## config.mk

```make
export PLATFORM = sky130hd
export DESIGN_NAME = pipeline_controller
export DESIGN_NICKNAME = d
export VERILOG_FILES = /design/src/rtl/pipeline_ctrl_pkg.sv /design/src/rtl/pipeline_controller_cond_unit.sv /design/src/rtl/pipeline_controller.sv
export SDC_FILE = /design/constraint.sdc
export NUM_CORES = 1
export LEC_CHECK = 0
export BUFFER_PORTS_ARGS = -buffer_cell sky130_fd_sc_hd__buf_2
export CAP_MARGIN = 30
export CORE_ASPECT_RATIO = 1.1
export CORE_UTILIZATION = 46
export DETAILED_ROUTE_END_ITERATION = 10
export PLACE_DENSITY = 0.75
export SLEW_MARGIN = 10
export SYNTH_ARGS = -nofsm -noshare
export SYNTH_HDL_FRONTEND = slang
export SYNTH_SLANG_ARGS = --single-unit
```

## constraint.sdc

```tcl
create_clock -name clk -period 2.18 [get_ports clk]
set_clock_uncertainty 0.05 [all_clocks]
set_input_delay 0.218 -clock clk [delete_from_list [all_inputs] [get_ports clk]]
set_output_delay 0.218 -clock clk [all_outputs]
set_load 0.1 [all_outputs]
```

## src/rtl/pipeline_ctrl_pkg.sv

```systemverilog
// Shared constants for the pipelined ARM control unit: ALU operation codes,
// condition-field codes, op-field classes and data-processing cmd codes.
package pipeline_ctrl_pkg;

  localparam logic [3:0] ALU_ADD = 4'b0000;
  localparam logic [3:0] ALU_SUB = 4'b0001;
  localparam logic [3:0] ALU_AND = 4'b0010;
  localparam logic [3:0] ALU_ORR = 4'b0011;
  localparam logic [3:0] ALU_EOR = 4'b0100;
  localparam logic [3:0] ALU_MOV = 4'b0101;

  localparam logic [3:0] COND_EQ = 4'b0000;
  localparam logic [3:0] COND_NE = 4'b0001;
  localparam logic [3:0] COND_CS = 4'b0010;
  localparam logic [3:0] COND_CC = 4'b0011;
  localparam logic [3:0] COND_MI = 4'b0100;
  localparam logic [3:0] COND_PL = 4'b0101;
  localparam logic [3:0] COND_VS = 4'b0110;
  localparam logic [3:0] COND_VC = 4'b0111;
  localparam logic [3:0] COND_HI = 4'b1000;
  localparam logic [3:0] COND_LS = 4'b1001;
  localparam logic [3:0] COND_GE = 4'b1010;
  localparam logic [3:0] COND_LT = 4'b1011;
  localparam logic [3:0] COND_GT = 4'b1100;
  localparam logic [3:0] COND_LE = 4'b1101;
  localparam logic [3:0] COND_AL = 4'b1110;

  localparam logic [1:0] OP_DP  = 2'b00;
  localparam logic [1:0] OP_MEM = 2'b01;
  localparam logic [1:0] OP_BR  = 2'b10;

  localparam logic [3:0] CMD_AND = 4'b0000;
  localparam logic [3:0] CMD_EOR = 4'b0001;
  localparam logic [3:0] CMD_SUB = 4'b0010;
  localparam logic [3:0] CMD_ADD = 4'b0100;
  localparam logic [3:0] CMD_CMP = 4'b1010;
  localparam logic [3:0] CMD_ORR = 4'b1100;
  localparam logic [3:0] CMD_MOV = 4'b1101;

  // FlagW: bit 1 updates NZ, bit 0 updates CV.
  localparam logic [1:0] FLAGW_NONE = 2'b00;
  localparam logic [1:0] FLAGW_NZ   = 2'b10;
  localparam logic [1:0] FLAGW_ALL  = 2'b11;

endpackage

```

## src/rtl/pipeline_controller_cond_unit.sv

```systemverilog
// Condition unit: holds the NZCV flags register, evaluates the E-stage
// condition field against it and updates the flags at the end of the E cycle
// when the instruction executes.
// Ports:
//   clk, reset  : clock, synchronous active-high reset (flags -> 0000)
//   cond        : condition field of the instruction in E
//   alu_flags   : NZCV produced by the ALU in E
//   flag_w      : [1] write NZ, [0] write CV (already cleared for bubbles)
//   cond_ex     : condition passes for the instruction in E
module cond_unit
  import pipeline_ctrl_pkg::*;
(
  input  logic       clk,
  input  logic       reset,
  input  logic [3:0] cond,
  input  logic [3:0] alu_flags,
  input  logic [1:0] flag_w,
  output logic       cond_ex
);

  logic [3:0] flags;
  logic       n, z, c, v;

  assign {n, z, c, v} = flags;

  always_comb begin
    cond_ex = 1'b0;
    case (cond)
      COND_EQ: cond_ex = z;
      COND_NE: cond_ex = ~z;
      COND_CS: cond_ex = c;
      COND_CC: cond_ex = ~c;
      COND_MI: cond_ex = n;
      COND_PL: cond_ex = ~n;
      COND_VS: cond_ex = v;
      COND_VC: cond_ex = ~v;
      COND_HI: cond_ex = c & ~z;
      COND_LS: cond_ex = ~c | z;
      COND_GE: cond_ex = (n == v);
      COND_LT: cond_ex = (n != v);
      COND_GT: cond_ex = ~z & (n == v);
      COND_LE: cond_ex = z | (n != v);
      COND_AL: cond_ex = 1'b1;
      default: cond_ex = 1'b0;
    endcase
  end

  // No bypass: the updated flags are only visible to the next E instruction.
  always_ff @(posedge clk) begin
    if (reset) begin
      flags <= 4'b0000;
    end else begin
      if (flag_w[1] & cond_ex) flags[3:2] <= alu_flags[3:2];
      if (flag_w[0] & cond_ex) flags[1:0] <= alu_flags[1:0];
    end
  end

endmodule

```

## src/rtl/pipeline_controller.sv

```systemverilog
// Control unit for the 5-stage pipelined ARM datapath. Decodes InstrD into
// D-stage controls, carries the rest through the E/M/W registers, gates side
// effects with the condition result and exports hazard-related signals.
// Ports:
//   clk, reset            : clock, synchronous active-high reset
//   InstrD                : instruction in D
//   ALUFlags              : NZCV from the ALU in E
//   FlushE                : bubble the D->E transfer
//   RegSrcD, ImmSrcD      : D-stage register-read / immediate-extend selects
//   ALUSrcE, ALUControlE  : E-stage ALU operand select and operation
//   BranchTakenE          : taken branch in E
//   MemtoRegE             : load in E
//   MemWriteM, RegWriteM  : M-stage write enables
//   RegWriteW, MemtoRegW  : W-stage write enable and result select
//   PCSrcW                : R15 written in W
//   PCWrPendingF          : an R15 write is in D, E or M
module pipeline_controller
  import pipeline_ctrl_pkg::*;
(
  input  logic        clk,
  input  logic        reset,
  input  logic [31:0] InstrD,
  input  logic [3:0]  ALUFlags,
  input  logic        FlushE,
  output logic [1:0]  RegSrcD,
  output logic [1:0]  ImmSrcD,
  output logic        ALUSrcE,
  output logic [3:0]  ALUControlE,
  output logic        BranchTakenE,
  output logic        MemWriteM,
  output logic        RegWriteM,
  output logic        MemtoRegE,
  output logic        RegWriteW,
  output logic        MemtoRegW,
  output logic        PCSrcW,
  output logic        PCWrPendingF
);

  logic [3:0] cond_d;
  logic [1:0] op_d;
  logic [5:0] funct_d;
  logic [3:0] rd_d;
  logic [3:0] cmd_d;
  logic       unused_instr_bits;

  logic       alu_src_d;
  logic [3:0] alu_control_d;
  logic       reg_w_d, mem_w_d, mem_to_reg_d, branch_d, pcs_d;
  logic [1:0] flag_w_d;

  logic       reg_w_e, mem_w_e, branch_e, pcs_e;
  logic [1:0] flag_w_e;
  logic [3:0] cond_e;
  logic       cond_ex_e;

  logic       mem_to_reg_m, pcs_m;

  assign cond_d  = InstrD[31:28];
  assign op_d    = InstrD[27:26];
  assign funct_d = InstrD[25:20];
  assign rd_d    = InstrD[15:12];
  assign cmd_d   = funct_d[4:1];
  assign unused_instr_bits = ^{InstrD[19:16], InstrD[11:0]};

  always_comb begin
    RegSrcD       = 2'b00;
    ImmSrcD       = 2'b00;
    alu_src_d     = 1'b0;
    alu_control_d = ALU_ADD;
    reg_w_d       = 1'b0;
    mem_w_d       = 1'b0;
    mem_to_reg_d  = 1'b0;
    branch_d      = 1'b0;
    flag_w_d      = FLAGW_NONE;
    case (op_d)
      OP_DP: begin
        alu_src_d = funct_d[5];
        reg_w_d   = 1'b1;
        case (cmd_d)
          CMD_ADD: begin
            alu_control_d = ALU_ADD;
            flag_w_d      = funct_d[0] ? FLAGW_ALL : FLAGW_NONE;
          end
          CMD_SUB: begin
            alu_control_d = ALU_SUB;
            flag_w_d      = funct_d[0] ? FLAGW_ALL : FLAGW_NONE;
          end
          CMD_AND: begin
            alu_control_d = ALU_AND;
            flag_w_d      = funct_d[0] ? FLAGW_NZ : FLAGW_NONE;
          end
          CMD_ORR: begin
            alu_control_d = ALU_ORR;
            flag_w_d      = funct_d[0] ? FLAGW_NZ : FLAGW_NONE;
          end
          CMD_EOR: begin
            alu_control_d = ALU_EOR;
            flag_w_d      = funct_d[0] ? FLAGW_NZ : FLAGW_NONE;
          end
          CMD_MOV: begin
            alu_control_d = ALU_MOV;
            flag_w_d      = funct_d[0] ? FLAGW_NZ : FLAGW_NONE;
          end
          // CMP sets flags regardless of S and never writes a register.
          CMD_CMP: begin
            alu_control_d = ALU_SUB;
            reg_w_d       = 1'b0;
            flag_w_d      = FLAGW_ALL;
          end
          default: reg_w_d = 1'b0;
        endcase
      end
      OP_MEM: begin
        ImmSrcD       = 2'b01;
        alu_src_d     = 1'b1;
        alu_control_d = funct_d[3] ? ALU_ADD : ALU_SUB;
        if (funct_d[0]) begin
          reg_w_d      = 1'b1;
          mem_to_reg_d = 1'b1;
        end else begin
          mem_w_d = 1'b1;
          RegSrcD = 2'b10;
        end
      end
      OP_BR: begin
        RegSrcD       = 2'b01;
        ImmSrcD       = 2'b10;
        alu_src_d     = 1'b1;
        alu_control_d = ALU_ADD;
        branch_d      = 1'b1;
      end
      default: ;
    endcase
  end

  assign pcs_d = reg_w_d & (rd_d == 4'hF);

  cond_unit u_cond_unit (
    .clk       (clk),
    .reset     (reset),
    .cond      (cond_e),
    .alu_flags (ALUFlags),
    .flag_w    (flag_w_e),
    .cond_ex   (cond_ex_e)
  );

  always_ff @(posedge clk) begin
    if (reset) begin
      reg_w_e      <= 1'b0;
      mem_w_e      <= 1'b0;
      MemtoRegE    <= 1'b0;
      branch_e     <= 1'b0;
      pcs_e        <= 1'b0;
      flag_w_e     <= FLAGW_NONE;
      ALUSrcE      <= 1'b0;
      ALUControlE  <= ALU_ADD;
      cond_e       <= 4'b0000;
      RegWriteM    <= 1'b0;
      MemWriteM    <= 1'b0;
      mem_to_reg_m <= 1'b0;
      pcs_m        <= 1'b0;
      RegWriteW    <= 1'b0;
      MemtoRegW    <= 1'b0;
      PCSrcW       <= 1'b0;
    end else begin
      // A flush only kills the enables; the datapath selects pass through.
      reg_w_e      <= reg_w_d & ~FlushE;
      mem_w_e      <= mem_w_d & ~FlushE;
      MemtoRegE    <= mem_to_reg_d & ~FlushE;
      branch_e     <= branch_d & ~FlushE;
      pcs_e        <= pcs_d & ~FlushE;
      flag_w_e     <= FlushE ? FLAGW_NONE : flag_w_d;
      ALUSrcE      <= alu_src_d;
      ALUControlE  <= alu_control_d;
      cond_e       <= cond_d;
      RegWriteM    <= reg_w_e & cond_ex_e;
      MemWriteM    <= mem_w_e & cond_ex_e;
      mem_to_reg_m <= MemtoRegE;
      pcs_m        <= pcs_e & cond_ex_e;
      RegWriteW    <= RegWriteM;
      MemtoRegW    <= mem_to_reg_m;
      PCSrcW       <= pcs_m;
    end
  end

  assign BranchTakenE = branch_e & cond_ex_e;
  assign PCWrPendingF = pcs_d | pcs_e | pcs_m;

endmodule

```

* After elaboration in Yosys (flattened, before gate mapping)
Cells that the tools add are included. Widths: inputs -> output; s select.
Word-level totals: output and inout port bits 17, bits in registers 27, logic and storage cells 94, input bits 39
Operators by class: bitwise gates (word level) 24, mux-type cells 18, equality and inequality tests 25, reductions and logical operators 9
Operators by type and width (count):
- $eq 4x4->1 const B | 11
- $eq 4x3->1 const B | 5
- $pmux 1 s15 | 1
- $pmux 3 s5 | 1
- $and 1x1->1 | 14
- $eq 4x2->1 const B | 3
- $eq 4x1->1 const B | 2
- $logic_not 4->1 | 2
- $pmux 2 s2 | 2
- $mux 1 | 7
- $mux 2 | 3
- $not 1->1 | 6
- $pmux 2 s3 | 1
- $pmux 3 s2 | 1
- $reduce_or 2->1 | 3
- $reduce_or 6->1 | 1
- $or 1x1->1 | 4
- $pmux 1 s2 | 2
- $reduce_or 4->1 | 1
- $reduce_or 3->1 | 1
- $eq 2x1->1 const B | 1
- $eq 2x2->1 const B | 1
- $logic_not 2->1 | 1
- $eq 1x1->1 | 1
- $ne 1x1->1 | 1

* Logic depth before layout (Yosys ltp)
Gate-level depths: netlist of run 1.
depth in word-level cells 7, gate-level depth with buffers 6, depth with buffers taken out 5

* By module
A second synthesis of run 1 with hierarchy kept.
Second synthesis, totals: cell total of the unflattened synthesis 138, area total of the unflattened synthesis 1385.1 um2
Modules (own cells, without submodules):
- pipeline_controller | seq. area each 440.4 um2, cells each 85, instances 1, area each 903.4 um2
- cond_unit | seq. area each 80.1 um2, cells each 53, instances 1, area each 481.7 um2

* Worst setup path after synthesis of run 1
OpenSTA, ideal clock, no wires.
kind flip-flop to output port, start register cond_e[2], end output BranchTakenE, path buffers 1, data arrival time 2.768 ns, required time 1.912 ns, cell stages (with the launch flop) 7, setup slack -0.856 ns, cell sequence dfxtp_1 -> buf_6 -> and2_4 -> or4b_1 -> a311oi_2 -> nor3_1 -> nor2b_1
On the way: cells in the longest elaborated chain, start to end 3
Ends and longest elaborated chain:
- start: declaration | line pipeline_controller.sv:53 | logic [3:0] cond_e;
- start signal: assignment | line pipeline_controller.sv:175 | cond_e <= cond_d;
- $eq 4x4->1, or another cell as far along | line pipeline_controller_cond_unit.sv:28 | case (cond)
- $pmux 1 s15 * | line pipeline_controller_cond_unit.sv:28
- $and 1x1->1 * | line pipeline_controller.sv:186 | assign BranchTakenE = branch_e & cond_ex_e;
- end: declaration | line pipeline_controller.sv:29 | output logic BranchTakenE,
Every way passes the cells marked *; elsewhere a longest branch is shown, timed or not.

* Worst setup path in the final report of run 1
start register cond_e[3], end output BranchTakenE
The elaborated chain is that of the path after synthesis.

==> impl_metrics.yaml, run 1 <==
critical_path:
  end_kind: "output pin"
  worstPathArrival_ns: 2.05
  critPathBufInv: 1
  path_class: "reg -> out"
  path_delay_family: "simple AND/OR/NAND/NOR gates"
  cp-start-kind: "flop"
  r2r_cells: 6
  path_cells: "and2_4 -> or4b_1 -> a311oi_2 -> nor3_2 -> nor2b_4 -> buf_12"
  crit_slowest_cell: "or4b_1"
  cp_max_fo: 4
  required_ns: 1.91
  path_depth: 6
  crit_path_max_incr_delay_ns: 0.48
floorplan:
  chipWidth_um: 51.43
  die_h_um: 56.37
  die-area_um2: 2899
  start_util: 0.4906
  io_pins: 56
  row_count: 19
  core_region_area_um2: 2520
min_path:
  min_path_type: "in -> reg"
  hold_depth: 2
yosys:
  post-synth-top-count-cell: "dfxtp_1"
  synth_edf_count: 0
  yosys_warnings: 0
  yosysTopAreaCell: "dfxtp_1"
  synth_area_um2: 1236
  netlist-cell-type-count: 39
  syn_inst: 130
  syn_nets: 174
  synth_seq_area_share: 0.4211
  synth_top_area_share: 0.4211
  async_flop_share: 0
  synth_flop_cell: "dfxtp_1"
  synthTopCellsByArea: "dfxtp_1 42%, nand2b_1 6.6%, nor2b_1 6.1%"
  syn_area_per_cell_um2: 9.509
  ys_seq_elements: 26
  synthTopCellsByCount: "26 x dfxtp_1, 13 x nand2b_1, 12 x nor2b_1"
finish:
  fillCellCount: 240
  post-route-util: 0.6058
  nets: 214
  layout-drive-gt1-share: 0.3314
  fin_cells: 200
  final_area_um2: 1526
  diodes: 0
  area_growth_syn_to_layout_pct: 23.48
power_and_ir_drop:
  swShare: 0.2827
  peakVddDrop_mv: 0.4150
  internal-power_mw: 0.6436
  power_density_nw_per_um2: 587.8
  total_power_mw: 0.8973
  pwr-share-clk: 0.255
  p_comb_frac: 0.195
  power_leakage_nw: 0.6940
  switchingPower_mw: 0.2537
  pwr-share-seq: 0.550
clock_network:
  cts_buffers: 3
  root_buffer: "clkbuf_4"
  htreeDepth: 1
  cts_sinks: 26
  clk_pin_slew_ns: 0.13
  clockBufferDepth: 2
  insertion_delay_ns: 0.31
  cts_tree: "built"
route:
  drtPass1Iterations: 4
  final_antenna_net_count: 0
  route.detailed.drc: 0
  drt_iter0_drc: 8
  vias_per_cell: 5.175
  wl_per_cell_um: 11.39
  vias: 1035
  wl_um: 2277
grt:
  first_global_vias: 951
  grt_pass1_wl_um: 3815
  groute.usage.overall: 0.1710
  grt_antenna_before_repair: 0
  grt_max_degree: 27
  grt_overflow: 0
placed_design:
  placedCellCount: 196
  gp_congestion: 0.8013
  dp_hpwl_um: 1848
  port_buffers: 38
  placed_cell_area_um2: 1481
  pre_cts_ws_ns: 0.1836
sta:
  setup_tns_ns: -0.1386
  finalMaxSlewViolations: 0
  period_share: 1.064
  fin_ws_ns: -0.1386
  rsz0062_at_grt: "yes"
  finalSetupViolCount: 1
  post-route-min-period_ns: 2.319
  hold_ws_ns: 0.04733
  hold_viol: 0
  fmax_ghz: 0.4313
run_status:
  status: "finished with violations"
  violations: "setup timing"
job:
  drv_cap: 0
==> area by class of cell <==
cell class              instances  area (um^2)  area share
clock buffers                   4        36.28     0.02377
inverters                       4        15.01    0.009836
multi-input cells              93        676.9      0.4434
flip-flops and latches         26        524.3      0.3434
well taps                      31        38.79     0.02541
repair buffers                 42        235.2      0.1541
==> state kept, by name, indices dropped and copies added (netlist names) <==
register / flops
MemtoRegE: 1
RegWriteW: 1
pcs_m: 1
pcs_e: 1
mem_w_e: 1
branch_e: 1
ALUSrcE: 1
PCSrcW: 1
MemtoRegW: 1
RegWriteM: 1
cond_e: 4
u_cond_unit.flags: 4
ALUControlE: 3
flag_w_e: 2
reg_w_e: 1
mem_to_reg_m: 1
MemWriteM: 1
==> timing repair <==
item / in CTS / in global routing
endpoints found under the setup margin: 1 / 1
setup buffers: 0 / 0
hold buffers: 0 / 0
resized for setup: 3 / 1
==> cells in the final DEF, fill, tap and decap left out, types with 2 or more instances in the layout <==
cell type and count:
nor2b_1 10, dfxtp_2 3, nand3b_1 2, o21ai_0 3
nand2b_1 13, clkbuf_4 3, a21oi_1 3, buf_4 4
nand3_1 3, and2_1 3, nor3b_1 4, xor2_1 3
inv_1 4, nor3_1 3, a32oi_1 2, dfxtp_1 23
ha_1 5, o31ai_1 2, mux2i_1 6, buf_2 37
nand2_1 3, a31oi_1 2, nor2_1 5, nor4_1 3
==> power groups by stage <==
stage,combinational [mW],sequential [mW],clock [mW]
global placement,0.170,0.503,0
CTS,0.176,0.494,0.238
floorplan,0.107,0.524,0
detailed placement,0.174,0.504,0
finish,0.175,0.494,0.229
global route,0.188,0.496,0.253
==> routing by layer <==
metal | up-vias | wire [um] | track usage
met3 | 2 | 59 | 0.01626
met2 | 19 | 1261 | 0.3173
met1 | 484 | 935 | 0.1875
met5 | - | 0 | 0
met4 | 0 | 21 | 0.08108
li1 | 530 | - | -
==> final timing paths <==
kind	end	slack (ns)	startpoint
max	BranchTakenE	-0.14	cond_e[3]$_SDFF_PP0_
min	reg_w_e$_SDFF_PP0_	0.05	FlushE
max reg2reg	u_cond_unit.flags[2]$_SDFFE_PP0P_	0.22	u_cond_unit.flags[3]$_SDFFE_PP0P_
min reg2reg	MemtoRegW$_SDFF_PP0_	0.41	mem_to_reg_m$_SDFF_PP0_
==> cell families after synthesis <==
| family | after synthesis | share of synthesized area |
|---|---|---|
| other | 1 | 0.003034 |
| AOI/OAI and AO/OA | 20 | 0.1204 |
| and+or+nand+nor | 58 | 0.2885 |
| xor gates and xnor gates | 3 | 0.02126 |
| adders and majority gates | 5 | 0.05061 |
| DFF | 26 | 0.4211 |
| muxes | 6 | 0.04858 |
| buffers and inverters | 11 | 0.04655 |
Note: power is estimated with default switching activity, not from simulation.
==> run 2: changes to the inputs <==
- CORE_UTILIZATION: 46 -> 47
- CTS_BUF_LIST: not set -> sky130_fd_sc_hd__clkbuf_4 sky130_fd_sc_hd__clkbuf_8 sky130_fd_sc_hd__clkbuf_16
- PLACE_DENSITY: 0.75 -> 0.74
- SYNTH_HIERARCHICAL: not set -> 1
==> impl_metrics.yaml, run 2 <==
critical_path:
  critPathBufInv: 2
  path_cells: "buf_6 -> and4bb_1 -> mux2i_1 -> a311oi_2 -> or3_4 -> and2_4 -> buf_12"
  path_class: "reg -> out"
  path_delay_family: "simple AND/OR/NAND/NOR gates"
  cp-start-kind: "flop"
  end_kind: "output pin"
  crit_slowest_cell: "or3_4"
  cp_max_fo: 8
  worstPathArrival_ns: 2.05
  crit_path_max_incr_delay_ns: 0.41
  required_ns: 1.91
grt:
  groute.usage.overall: 0.1982
  grt_pass1_wl_um: 4678
  first_global_vias: 1112
  grt_antenna_before_repair: 0
  grt_overflow: 0
  grt_max_degree: 26
run_status:
  violations: "setup timing"
  status: "finished with violations"
power_and_ir_drop:
  internal-power_mw: 0.7371
  peakVddDrop_mv: 0.3721
  p_comb_frac: 0.191
  switchingPower_mw: 0.2723
  pwr-share-clk: 0.322
  total_power_mw: 1.009
  pwr-share-seq: 0.488
  power_density_nw_per_um2: 571.8
  swShare: 0.2697
  power_leakage_nw: 0.8140
yosys:
  synth_area_um2: 1385
  synthTopCellsByCount: "26 x dfxtp_1, 14 x nor2b_1, 9 x nand2b_1"
  synth_top_area_share: 0.3758
  synthTopCellsByArea: "dfxtp_1 38%, nor2b_1 6.3%, ha_1 5.4%"
  ys_seq_elements: 26
  synth_flop_cell: "dfxtp_1"
  synth_seq_area_share: 0.3758
  yosysTopAreaCell: "dfxtp_1"
  yosys_warnings: 6
  netlist-cell-type-count: 49
  async_flop_share: 0
  synth_edf_count: 0
  syn_area_per_cell_um2: 10.04
  syn_nets: 183
  syn_inst: 138
  post-synth-top-count-cell: "dfxtp_1"
floorplan:
  die-area_um2: 3168
  die_h_um: 58.94
  core_region_area_um2: 2778
  row_count: 20
  start_util: 0.4986
  io_pins: 56
  chipWidth_um: 53.76
placed_design:
  pre_cts_ws_ns: 0.02434
  dp_hpwl_um: 2023
  port_buffers: 38
  gp_congestion: 0.8165
finish:
  fillCellCount: 239
  top_regs: "cond_e (4), u_cond_unit/flags (4), ALUControlE (3)"
  area_growth_syn_to_layout_pct: 27.46
  layout-drive-gt1-share: 0.3716
  mostFrequentLayoutCells: "36 x buf_2, 21 x dfxtp_1, 14 x nor2b_1"
  final_common_cell: "buf_2"
  diodes: 0
  nets: 229
route:
  drtPass1Iterations: 4
  drt_iter0_drc: 12
  vias_per_cell: 5.380
  wl_um: 2698
  wl_per_cell_um: 12.49
  final_antenna_net_count: 0
  route.detailed.drc: 0
  vias: 1162
clock_network:
  insertion_delay_ns: 0.31
  ctsHoldBuffers: 0
  clk_pin_slew_ns: 0.14
  root_buffer: "clkbuf_4"
  cts_sinks: 26
  cts_tree: "built"
  cts_buffers: 3
  clockBufferDepth: 2
  htreeDepth: 1
sta:
  fmax_ghz: 0.4318
  post-route-min-period_ns: 2.316
  hold_viol: 0
  period_share: 1.062
  finalMaxSlewViolations: 0
  rsz0062_at_grt: "yes"
  finalSetupViolCount: 1
  fin_ws_ns: -0.1358
min_path:
  min_path_type: "in -> reg"
job:
  drv_cap: 0
==> run 2: cell types whose count changed after synthesis, sizes merged, moves of 3 or more <==
cell | previous run | this run
buf | 4 | 7
nand2b | 13 | 9
nor4b | 0 | 3
and3b | 0 | 4
==> run 2: path summary, 6_finish.rpt <==
check,start,to,slack [ns],depth (start not counted)
hold / removal,InstrD[30],cond_e[2]$_SDFF_PP0_,0.06,2
setup reg to reg,cond_e[3]$_SDFF_PP0_,u_cond_unit/flags[3]$_SDFFE_PP0P_,0.13,9
setup / recovery,cond_e[3]$_SDFF_PP0_,BranchTakenE,-0.14,7
hold reg to reg,reg_w_e$_SDFF_PP0_,RegWriteM$_SDFF_PP0_,0.39,1
==> run 2: power groups by stage <==
stage	registers, mW	logic (mW)	clock network (mW)
after floorplan	0.524	0.114	0
after global placement	0.502	0.178	0
after detailed placement	0.503	0.184	0
after CTS	0.493	0.191	0.329
after global routing	0.494	0.208	0.356
final	0.492	0.193	0.325
==> run 2: cells by family after synthesis <==
kind of cell / after synthesis / synth area share
xor gates and xnor gates: 2 / 0.01265
DFF: 26 / 0.3758
AOI/OAI and AO/OA: 21 / 0.1364
and+or+nand+nor: 63 / 0.3089
adders and majority gates: 7 / 0.06233
muxes: 7 / 0.05059
other: 1 / 0.002707
buffers and inverters: 11 / 0.05058
==> run 2: layout make-up <==
class	count	area, um^2	area share
clock buffers	3	22.52	0.01276
repair buffers	49	306.5	0.1736
well taps	33	41.29	0.02339
inverters	3	11.26	0.006378
clock inverters	1	30.03	0.01701
multi-input cells	101	822.0	0.4656
flip-flops and latches	26	531.8	0.3012
==> run 2: through the flow <==
step	cell area [um^2]	util	setup TNS (ns)	hold WS, ns	cells
floorplan	1400	-	0	0.2396	138
global placement	1640	0.5905	0	0.3661	208
detailed placement	1640	0.5905	0	0.3597	208
CTS	1750	0.6302	-0.1509	0.05313	215
global route	1765	0.6356	-0.2549	0.06734	216
finish	1765	0.6356	-0.1358	0.05699	216
==> run 2: metal layers <==
metal | global-route usage | share of wire
met5 | 0 | 0
met2 | 0.3510 | 0.52
met1 | 0.2325 | 0.42
met4 | 0.08271 | 0.014
met3 | 0.02584 | 0.044
==> run 2: worst reg2reg max path: stages, from the launching register on <==
cell and delay [ns]:
dfxtp_4 0.39, buf_6 0.13, and4bb_1 0.18, mux2i_1 0.18, a311oi_2 0.14, buf_4 0.16
buf_4 0.12, buf_4 0.14, o31ai_4 0.28, mux2i_1 0.21
==> run 2: what timing repair did <==
item,4_1_cts,5_1_grt
cloned,0,0
setup endpoints to repair,1,1
gates resized for setup,14,2
pin swaps,5,4
buffers inserted,3,1
